`src/rtl/y86_pkg.sv`:
```
// Shared Y86-64 definitions for the instruction-memory writer and the fetch
// stage: icode constants, error codes, memory geometry and the icode
// property lookup.
package y86_pkg;

  localparam int ADDR_W    = 11;
  localparam int MEM_BYTES = 2048;

  localparam logic [3:0] I_HALT   = 4'h0;
  localparam logic [3:0] I_NOP    = 4'h1;
  localparam logic [3:0] I_RRMOVQ = 4'h2;
  localparam logic [3:0] I_IRMOVQ = 4'h3;
  localparam logic [3:0] I_RMMOVQ = 4'h4;
  localparam logic [3:0] I_MRMOVQ = 4'h5;
  localparam logic [3:0] I_OPQ    = 4'h6;
  localparam logic [3:0] I_JXX    = 4'h7;
  localparam logic [3:0] I_CALL   = 4'h8;
  localparam logic [3:0] I_RET    = 4'h9;
  localparam logic [3:0] I_PUSHQ  = 4'hA;
  localparam logic [3:0] I_POPQ   = 4'hB;

  localparam logic [1:0] ERR_NONE  = 2'b00;
  localparam logic [1:0] ERR_ICODE = 2'b01;
  localparam logic [1:0] ERR_OVF   = 2'b10;

  typedef enum logic {S_IDLE, S_EMIT} state_t;

  // Field order matches {need_regids, need_valc, legal}.
  typedef struct packed {
    logic need_regids;
    logic need_valc;
    logic legal;
  } icode_info_t;

  function automatic icode_info_t icode_info(input logic [3:0] icode);
    icode_info_t info;
    info = '0;
    case (icode)
      I_HALT, I_NOP, I_RET:               info = '{1'b0, 1'b0, 1'b1};
      I_RRMOVQ, I_OPQ, I_PUSHQ, I_POPQ:   info = '{1'b1, 1'b0, 1'b1};
      I_JXX, I_CALL:                      info = '{1'b0, 1'b1, 1'b1};
      I_IRMOVQ, I_RMMOVQ, I_MRMOVQ:       info = '{1'b1, 1'b1, 1'b1};
      default:                            info = '0;
    endcase
    return info;
  endfunction

endpackage

```
`src/rtl/imem_writer_if.sv`:
```
// Instruction-load request bus into imem_writer.
//   set_valid/set_addr : write-pointer load request
//   in_valid/in_ready  : instruction handshake
//   icode/ifun/rA/rB/valC : decoded instruction fields
// master = loader driving instructions, slave = imem_writer.
interface imem_writer_if #(
  parameter int ADDR_W = 11
);
  logic              set_valid;
  logic [ADDR_W-1:0] set_addr;
  logic              in_valid;
  logic              in_ready;
  logic [3:0]        icode;
  logic [3:0]        ifun;
  logic [3:0]        rA;
  logic [3:0]        rB;
  logic [63:0]       valC;

  modport master (
    output set_valid, set_addr, in_valid, icode, ifun, rA, rB, valC,
    input  in_ready
  );

  modport slave (
    input  set_valid, set_addr, in_valid, icode, ifun, rA, rB, valC,
    output in_ready
  );
endinterface

```
`src/rtl/instr_encoder.sv`:
```
// Combinational Y86-64 instruction encoder.
//   icode/ifun/rA/rB/valC : instruction fields
//   bytes : encoded instruction, byte0 in bits [79:72], unused tail zero
//   len   : encoded length in bytes (1, 2, 9 or 10)
//   legal : icode is a defined instruction
module instr_encoder (
  input  logic [3:0]  icode,
  input  logic [3:0]  ifun,
  input  logic [3:0]  rA,
  input  logic [3:0]  rB,
  input  logic [63:0] valC,
  output logic [79:0] bytes,
  output logic [3:0]  len,
  output logic        legal
);
  import y86_pkg::*;

  icode_info_t info;

  assign info  = icode_info(icode);
  assign legal = info.legal;
  assign len   = 4'd1 + {3'b000, info.need_regids} + {info.need_valc, 3'b000};

  // valC is laid out most-significant byte first, directly after byte0 or
  // after the register byte.
  always_comb begin
    // NOTE: default assignment first so no path through the block leaves
    // bytes unassigned, which would infer a latch.
    bytes = '0;
    case ({info.need_regids, info.need_valc})
      2'b10:   bytes = {icode, ifun, rA, rB, 64'h0};
      2'b01:   bytes = {icode, ifun, valC, 8'h00};
      2'b11:   bytes = {icode, ifun, rA, rB, valC};
      default: bytes = {icode, ifun, 72'h0};
    endcase
  end

endmodule

```
`src/rtl/imem_writer.sv`:
```
// Instruction encoder/loader: accepts one decoded instruction per handshake
// and writes its encoding one byte per cycle into instruction memory,
// advancing the write pointer as fetch advances the PC.
//   clk, rst_n : clock, synchronous active-low reset
//   bus        : slave side of the load request bus (set pointer, instruction)
//   wr_en/wr_addr/wr_data : byte write port into instruction memory
//   done       : pulse with the last byte of an instruction
//   err_valid/err_code : pulse on rejection (bad icode / overflow)
//   next_pc    : current write pointer
module imem_writer #(
  parameter int ADDR_W    = 11,
  parameter int MEM_BYTES = 2048
) (
  input  logic              clk,
  input  logic              rst_n,
  imem_writer_if.slave      bus,
  output logic              wr_en,
  output logic [ADDR_W-1:0] wr_addr,
  output logic [7:0]        wr_data,
  output logic              done,
  output logic              err_valid,
  output logic [1:0]        err_code,
  output logic [ADDR_W-1:0] next_pc
);
  import y86_pkg::*;

  state_t            state;
  logic [ADDR_W-1:0] ptr;
  logic [79:0]       shreg;
  logic [3:0]        cnt;

  logic [79:0]       enc_bytes;
  logic [3:0]        enc_len;
  logic              enc_legal;
  logic              accept;
  logic [ADDR_W-1:0] base;
  logic              ovf;

  instr_encoder u_enc (
    .icode (bus.icode),
    .ifun  (bus.ifun),
    .rA    (bus.rA),
    .rB    (bus.rB),
    .valC  (bus.valC),
    .bytes (enc_bytes),
    .len   (enc_len),
    .legal (enc_legal)
  );

  // In EMIT, cnt counts bytes still to be written including the one on the
  // port now; cnt == 1 is the final-byte cycle, the only EMIT cycle that can
  // take the next instruction.
  assign bus.in_ready = rst_n &&
                        ((state == S_IDLE) ? !bus.set_valid : (cnt == 4'd1));
  assign accept = bus.in_valid && bus.in_ready;

  // A back-to-back instruction starts after the byte being written now.
  assign base = (state == S_EMIT) ? ptr + ADDR_W'(1) : ptr;
  // One extra bit so base + len can never wrap past the memory end.
  assign ovf  = ({1'b0, base} + (ADDR_W+1)'(enc_len)) > (ADDR_W+1)'(MEM_BYTES);

  assign next_pc = ptr;

  always_ff @(posedge clk) begin
    if (!rst_n) begin
      state     <= S_IDLE;
      ptr       <= '0;
      shreg     <= '0;
      cnt       <= '0;
      wr_en     <= 1'b0;
      wr_addr   <= '0;
      wr_data   <= '0;
      done      <= 1'b0;
      err_valid <= 1'b0;
      err_code  <= ERR_NONE;
    end else begin
      // NOTE: non-blocking assignments throughout, so every right-hand side
      // reads the pre-edge value regardless of statement order.
      done      <= 1'b0;
      err_valid <= 1'b0;
      err_code  <= ERR_NONE;

      if (state == S_IDLE && bus.set_valid) begin
        ptr <= bus.set_addr;
      end else if (state == S_EMIT) begin
        ptr <= ptr + ADDR_W'(1);
      end

      if (accept) begin
        if (!enc_legal || ovf) begin
          err_valid <= 1'b1;
          err_code  <= enc_legal ? ERR_OVF : ERR_ICODE;
          wr_en     <= 1'b0;
          state     <= S_IDLE;
        end else begin
          shreg   <= enc_bytes;
          wr_data <= enc_bytes[79:72];
          wr_addr <= base;
          wr_en   <= 1'b1;
          cnt     <= enc_len;
          done    <= (enc_len == 4'd1);
          state   <= S_EMIT;
        end
      end else if (state == S_EMIT && cnt != 4'd1) begin
        shreg   <= shreg << 8;
        wr_data <= shreg[71:64];
        wr_addr <= wr_addr + ADDR_W'(1);
        cnt     <= cnt - 4'd1;
        done    <= (cnt == 4'd2);
      end else begin
        wr_en <= 1'b0;
        state <= S_IDLE;
      end
    end
  end

endmodule

```
`src/flat_wrapper.sv`:
```
// flat-port wrapper written by rule: the top's interface ports become plain ports
module imem_writer_flat import y86_pkg::*;
#(
  parameter int ADDR_W    = 11,
  parameter int MEM_BYTES = 2048
)
  (clk, rst_n, wr_en, wr_addr, wr_data, done, err_valid, err_code, next_pc, bus_set_valid, bus_set_addr, bus_in_valid, bus_icode, bus_ifun, bus_rA, bus_rB, bus_valC, bus_in_ready);
  imem_writer_if #(.ADDR_W(ADDR_W)) bus_i ();
  input  logic clk;
  input  logic rst_n;
  output logic wr_en;
  output logic [ADDR_W-1:0] wr_addr;
  output logic [7:0] wr_data;
  output logic done;
  output logic err_valid;
  output logic [1:0] err_code;
  output logic [ADDR_W-1:0] next_pc;
  input wire logic [$bits(bus_i.set_valid)-1:0] bus_set_valid;
  input wire logic [$bits(bus_i.set_addr)-1:0] bus_set_addr;
  input wire logic [$bits(bus_i.in_valid)-1:0] bus_in_valid;
  input wire logic [$bits(bus_i.icode)-1:0] bus_icode;
  input wire logic [$bits(bus_i.ifun)-1:0] bus_ifun;
  input wire logic [$bits(bus_i.rA)-1:0] bus_rA;
  input wire logic [$bits(bus_i.rB)-1:0] bus_rB;
  input wire logic [$bits(bus_i.valC)-1:0] bus_valC;
  output wire logic [$bits(bus_i.in_ready)-1:0] bus_in_ready;
  assign bus_i.set_valid = bus_set_valid;
  assign bus_i.set_addr = bus_set_addr;
  assign bus_i.in_valid = bus_in_valid;
  assign bus_i.icode = bus_icode;
  assign bus_i.ifun = bus_ifun;
  assign bus_i.rA = bus_rA;
  assign bus_i.rB = bus_rB;
  assign bus_i.valC = bus_valC;
  assign bus_in_ready = bus_i.in_ready;
  imem_writer #(.ADDR_W(ADDR_W), .MEM_BYTES(MEM_BYTES)) u_core (.clk(clk), .rst_n(rst_n), .bus(bus_i), .wr_en(wr_en), .wr_addr(wr_addr), .wr_data(wr_data), .done(done), .err_valid(err_valid), .err_code(err_code), .next_pc(next_pc));
endmodule
```
`config.mk`:
```
export PLATFORM = sky130hd
export DESIGN_NAME = imem_writer_flat
export DESIGN_NICKNAME = d
export VERILOG_FILES = /design/src/rtl/y86_pkg.sv /design/src/rtl/imem_writer_if.sv /design/src/rtl/instr_encoder.sv /design/src/rtl/imem_writer.sv /design/src/flat_wrapper.sv
export SDC_FILE = /design/constraint.sdc
export NUM_CORES = 1
export LEC_CHECK = 0
export CAP_MARGIN = 20
export CORE_ASPECT_RATIO = 0.7
export CORE_UTILIZATION = 55
export CTS_CLUSTER_SIZE = 40
export DETAILED_ROUTE_END_ITERATION = 16
export MAX_ROUTING_LAYER = met4
export PLACE_DENSITY = 0.87
export SKIP_CTS_REPAIR_TIMING = 1
export SLEW_MARGIN = 20
export SYNTH_ARGS = -nofsm -noshare
export SYNTH_HDL_FRONTEND = slang
export SYNTH_SLANG_ARGS = --single-unit
```
`constraint.sdc`:
```
create_clock -name clk -period 11.7 [get_ports clk]
set_clock_uncertainty 0.05 [all_clocks]
set_input_delay 2.34 -clock clk [delete_from_list [all_inputs] [get_ports clk]]
set_output_delay 2.34 -clock clk [all_outputs]
set_load 0.05 [all_outputs]
```
==> flow_summary.toml <==
[synthesis]
synth_ff_type = "dfxtp_1"
ys_types = 56
synth_area_um2 = 6090
synth_top_cell_by_area = "dfxtp_1"
netlist_instances = 760
synth_seq_cells = 111
synth_edf_count = 0
ys_seq_area_share_pct = 36.5
avgSynthCellArea_um2 = 8.01
yosysTopAreaCellShare_pct = 36.5
yosysWarnings = 0
synthTopCellsByCount = "dfxtp_1 (111), nor2_1 (97), a21oi_1 (67)"
async_reset_ff_share_pct = 0
synth_area_leaders = "dfxtp_1 (36%), mux2i_1 (9.5%), a211oi_1 (7.9%)"
postSynthNetCount = 864
synth.most_common_cell = "dfxtp_1"

[layout]
drive_gt1_share_pct = 4.62
fill_cells = 834
utilization_pct = 72.5
area_growth_pct = 25.6
layout.cells.non_filler = 993
nNetsFinal = 944
n_antenna_cell = 0

[power]
powerDensity_nw_per_um2 = 130
p_leak_uw = 0.00273
max-vdd-ir-drop_mv = 0.0834
seq_power_share_pct = 43.6
p_sw_uw = 312
switching_share_pct = 31.4
p_clk_share_pct = 32.2
pwr-share-comb_pct = 24.2
p_int_uw = 681

[grt]
grt_pass1_vias = 5549
grt.total_usage_pct = 30.7
overflow = 0
antenna_found_initial = 0
grt_max_degree = 127
grt_pass1_wl_um = 27500

[timing]
drv_slew = 0
min_period_ps = 7520
fin_ws_ps = 4180
hold_ws_ps = 410
rsz0062_at_grt = "false"
fin_crit_sh_pct = 64.3
maxSlewHeadroom_pct = 29.0
setup_viol = 0
hold_viol = 0
tns_ps = 0
worstMarginPinSlew_ps = 1060
fmax_mhz = 133

[drt]
finalWirelength_um = 17500
drt_iter0_drc = 802
vias = 6228
viasPerCell = 6.27
drtPass1Iterations = 5
routedWlPerCell_um = 17.6
postRouteAntennaNets = 0
remaining_drc_errors = 0

[clocking]
cts.sinks = 111
cts_tree = "built"
numCtsBuffers = 9
h-tree-depth = 3
clock-root-buffer = "clkbuf_16"
clk_pin_slew_ps = 70
clk_path_buf_depth = 2
clk_latency_ps = 350

[run]
cap_viol_max_count = 0

[die]
die_x_um = 128
initial_core_util_pct = 57.7
die_h_um = 90.0
ios = 131
std_cell_rows = 31
die-area_um2 = 11500
core_um2 = 10600

[place]
hpwlAfterDp_um = 12000
port_buffers = 130
dp_slack_ps = 3920
gp_congestion = 0.854
placed_cells = 977

[critical_path]
start_kind = "input pin"
setup.worst_path.end_class = "register"
cp_max_fo = 99
r2r_setup_slack_ps = 6760
worstPathArrival_ps = 7730
cp.required_ps = 11910
critPathKind = "in2reg"

[min_path]
worstHoldPathType = "reg2reg"

[run_status]
status = "finished, final reports clean"
-- state kept, by name (all words and copies together) (netlist names) --
signal	flops
u_core.shreg	72
u_core.next_pc	11
u_core.wr_addr	11
u_core.wr_data	8
u_core.cnt	4
u_core.err_code	2
u_core.done	1
u_core.err_valid	1
u_core.wr_en	1
-- power by group through the flow --
stage / combinational (uW) / sequential, uW / clock (uW)
global route: 259 / 435 / 336
finish: 240 / 433 / 320
CTS: 237 / 432 / 320
floorplan: 134 / 458 / 0
detailed placement: 236 / 440 / 0
global placement: 229 / 439 / 0
-- path summary, 6_finish.rpt --
kind                          start                to  depth (start not counted)
setup / recovery       bus_icode[1]  u_core.shreg[63]                         15
hold / removal     u_core.shreg[71]  u_core.shreg[71]                          2
setup reg to reg  u_core.next_pc[1]  u_core.shreg[63]                         13
hold reg to reg    u_core.shreg[71]  u_core.shreg[71]                          2
-- final cells by class --
cell class / count / area, um^2 / area share [%]
repair buffers: 137 / 1350 / 17.7
clock inverters: 5 / 66.3 / 0.867
multi-input cells: 568 / 3530 / 46.2
inverters: 13 / 50.0 / 0.654
well taps: 148 / 185 / 2.42
clock buffers: 11 / 243 / 3.17
flip-flops and latches: 111 / 2220 / 29.0
-- cell usage in the layout (no fill, tap or decap), types with 6 or more instances in the layout --
master,instances
a211oi_1,64
nand2_1,55
ha_1,8
clkbuf_16,9
a311oi_1,9
clkdlybuf4s50_1,129
o22ai_1,6
nor2_1,97
nand4_1,6
a21oi_1,67
o2111ai_1,11
dfxtp_1,111
a22o_1,8
nand3_1,30
o21ai_0,19
mux2i_1,58
buf_4,6
nor3_1,64
inv_1,10
-- routing by layer --
layer	routed length (um)	vias to the layer above	track usage (%)
met3	1560	34	7.02
met2	7770	317	44.7
met5	0	-	-
li1	-	2956	-
met1	7920	2921	42.9
met4	244	0	7.45
-- worst max-delay path, cell delays in order --
cell and delay, ps:
clkdlybuf4s50_1 580, mux2_2 380, o21ai_4 120, buf_4 540, clkinv_1 430, ha_1 450
or4_1 530, o31ai_1 190, o21ai_1 100, and4_4 210, a22oi_4 110, buf_4 740
buf_4 580, nor2_1 100, a211oi_1 230
-- per-stage QoR --
| stage | total power (uW) | instance area, um^2 |
|---|---|---|
| after floorplan | 593 | 6090 |
| final | 993 | 7650 |
| after CTS | 989 | 7650 |
| after global placement | 667 | 7340 |
| after detailed placement | 676 | 7340 |
| after global routing | 1030 | 7650 |
-- cells by family (layout without fill, tap and decap cells) --
| logic type | after synthesis | count (layout) | share of synthesized area, % |
|---|---|---|---|
| adder cells (fa/ha/maj) | 9 | 9 | 1.97 |
| XOR/XNOR | 10 | 10 | 1.44 |
| flip-flops | 111 | 111 | 36.5 |
| buffers and inverters | 81 | 166 | 5.73 |
| AND/OR/NAND/NOR | 282 | 282 | 21.5 |
| multiplexers | 61 | 61 | 10.1 |
| AO/OA/AOI/OAI | 206 | 206 | 22.7 |
Note: power is estimated with default switching activity, not from simulation.
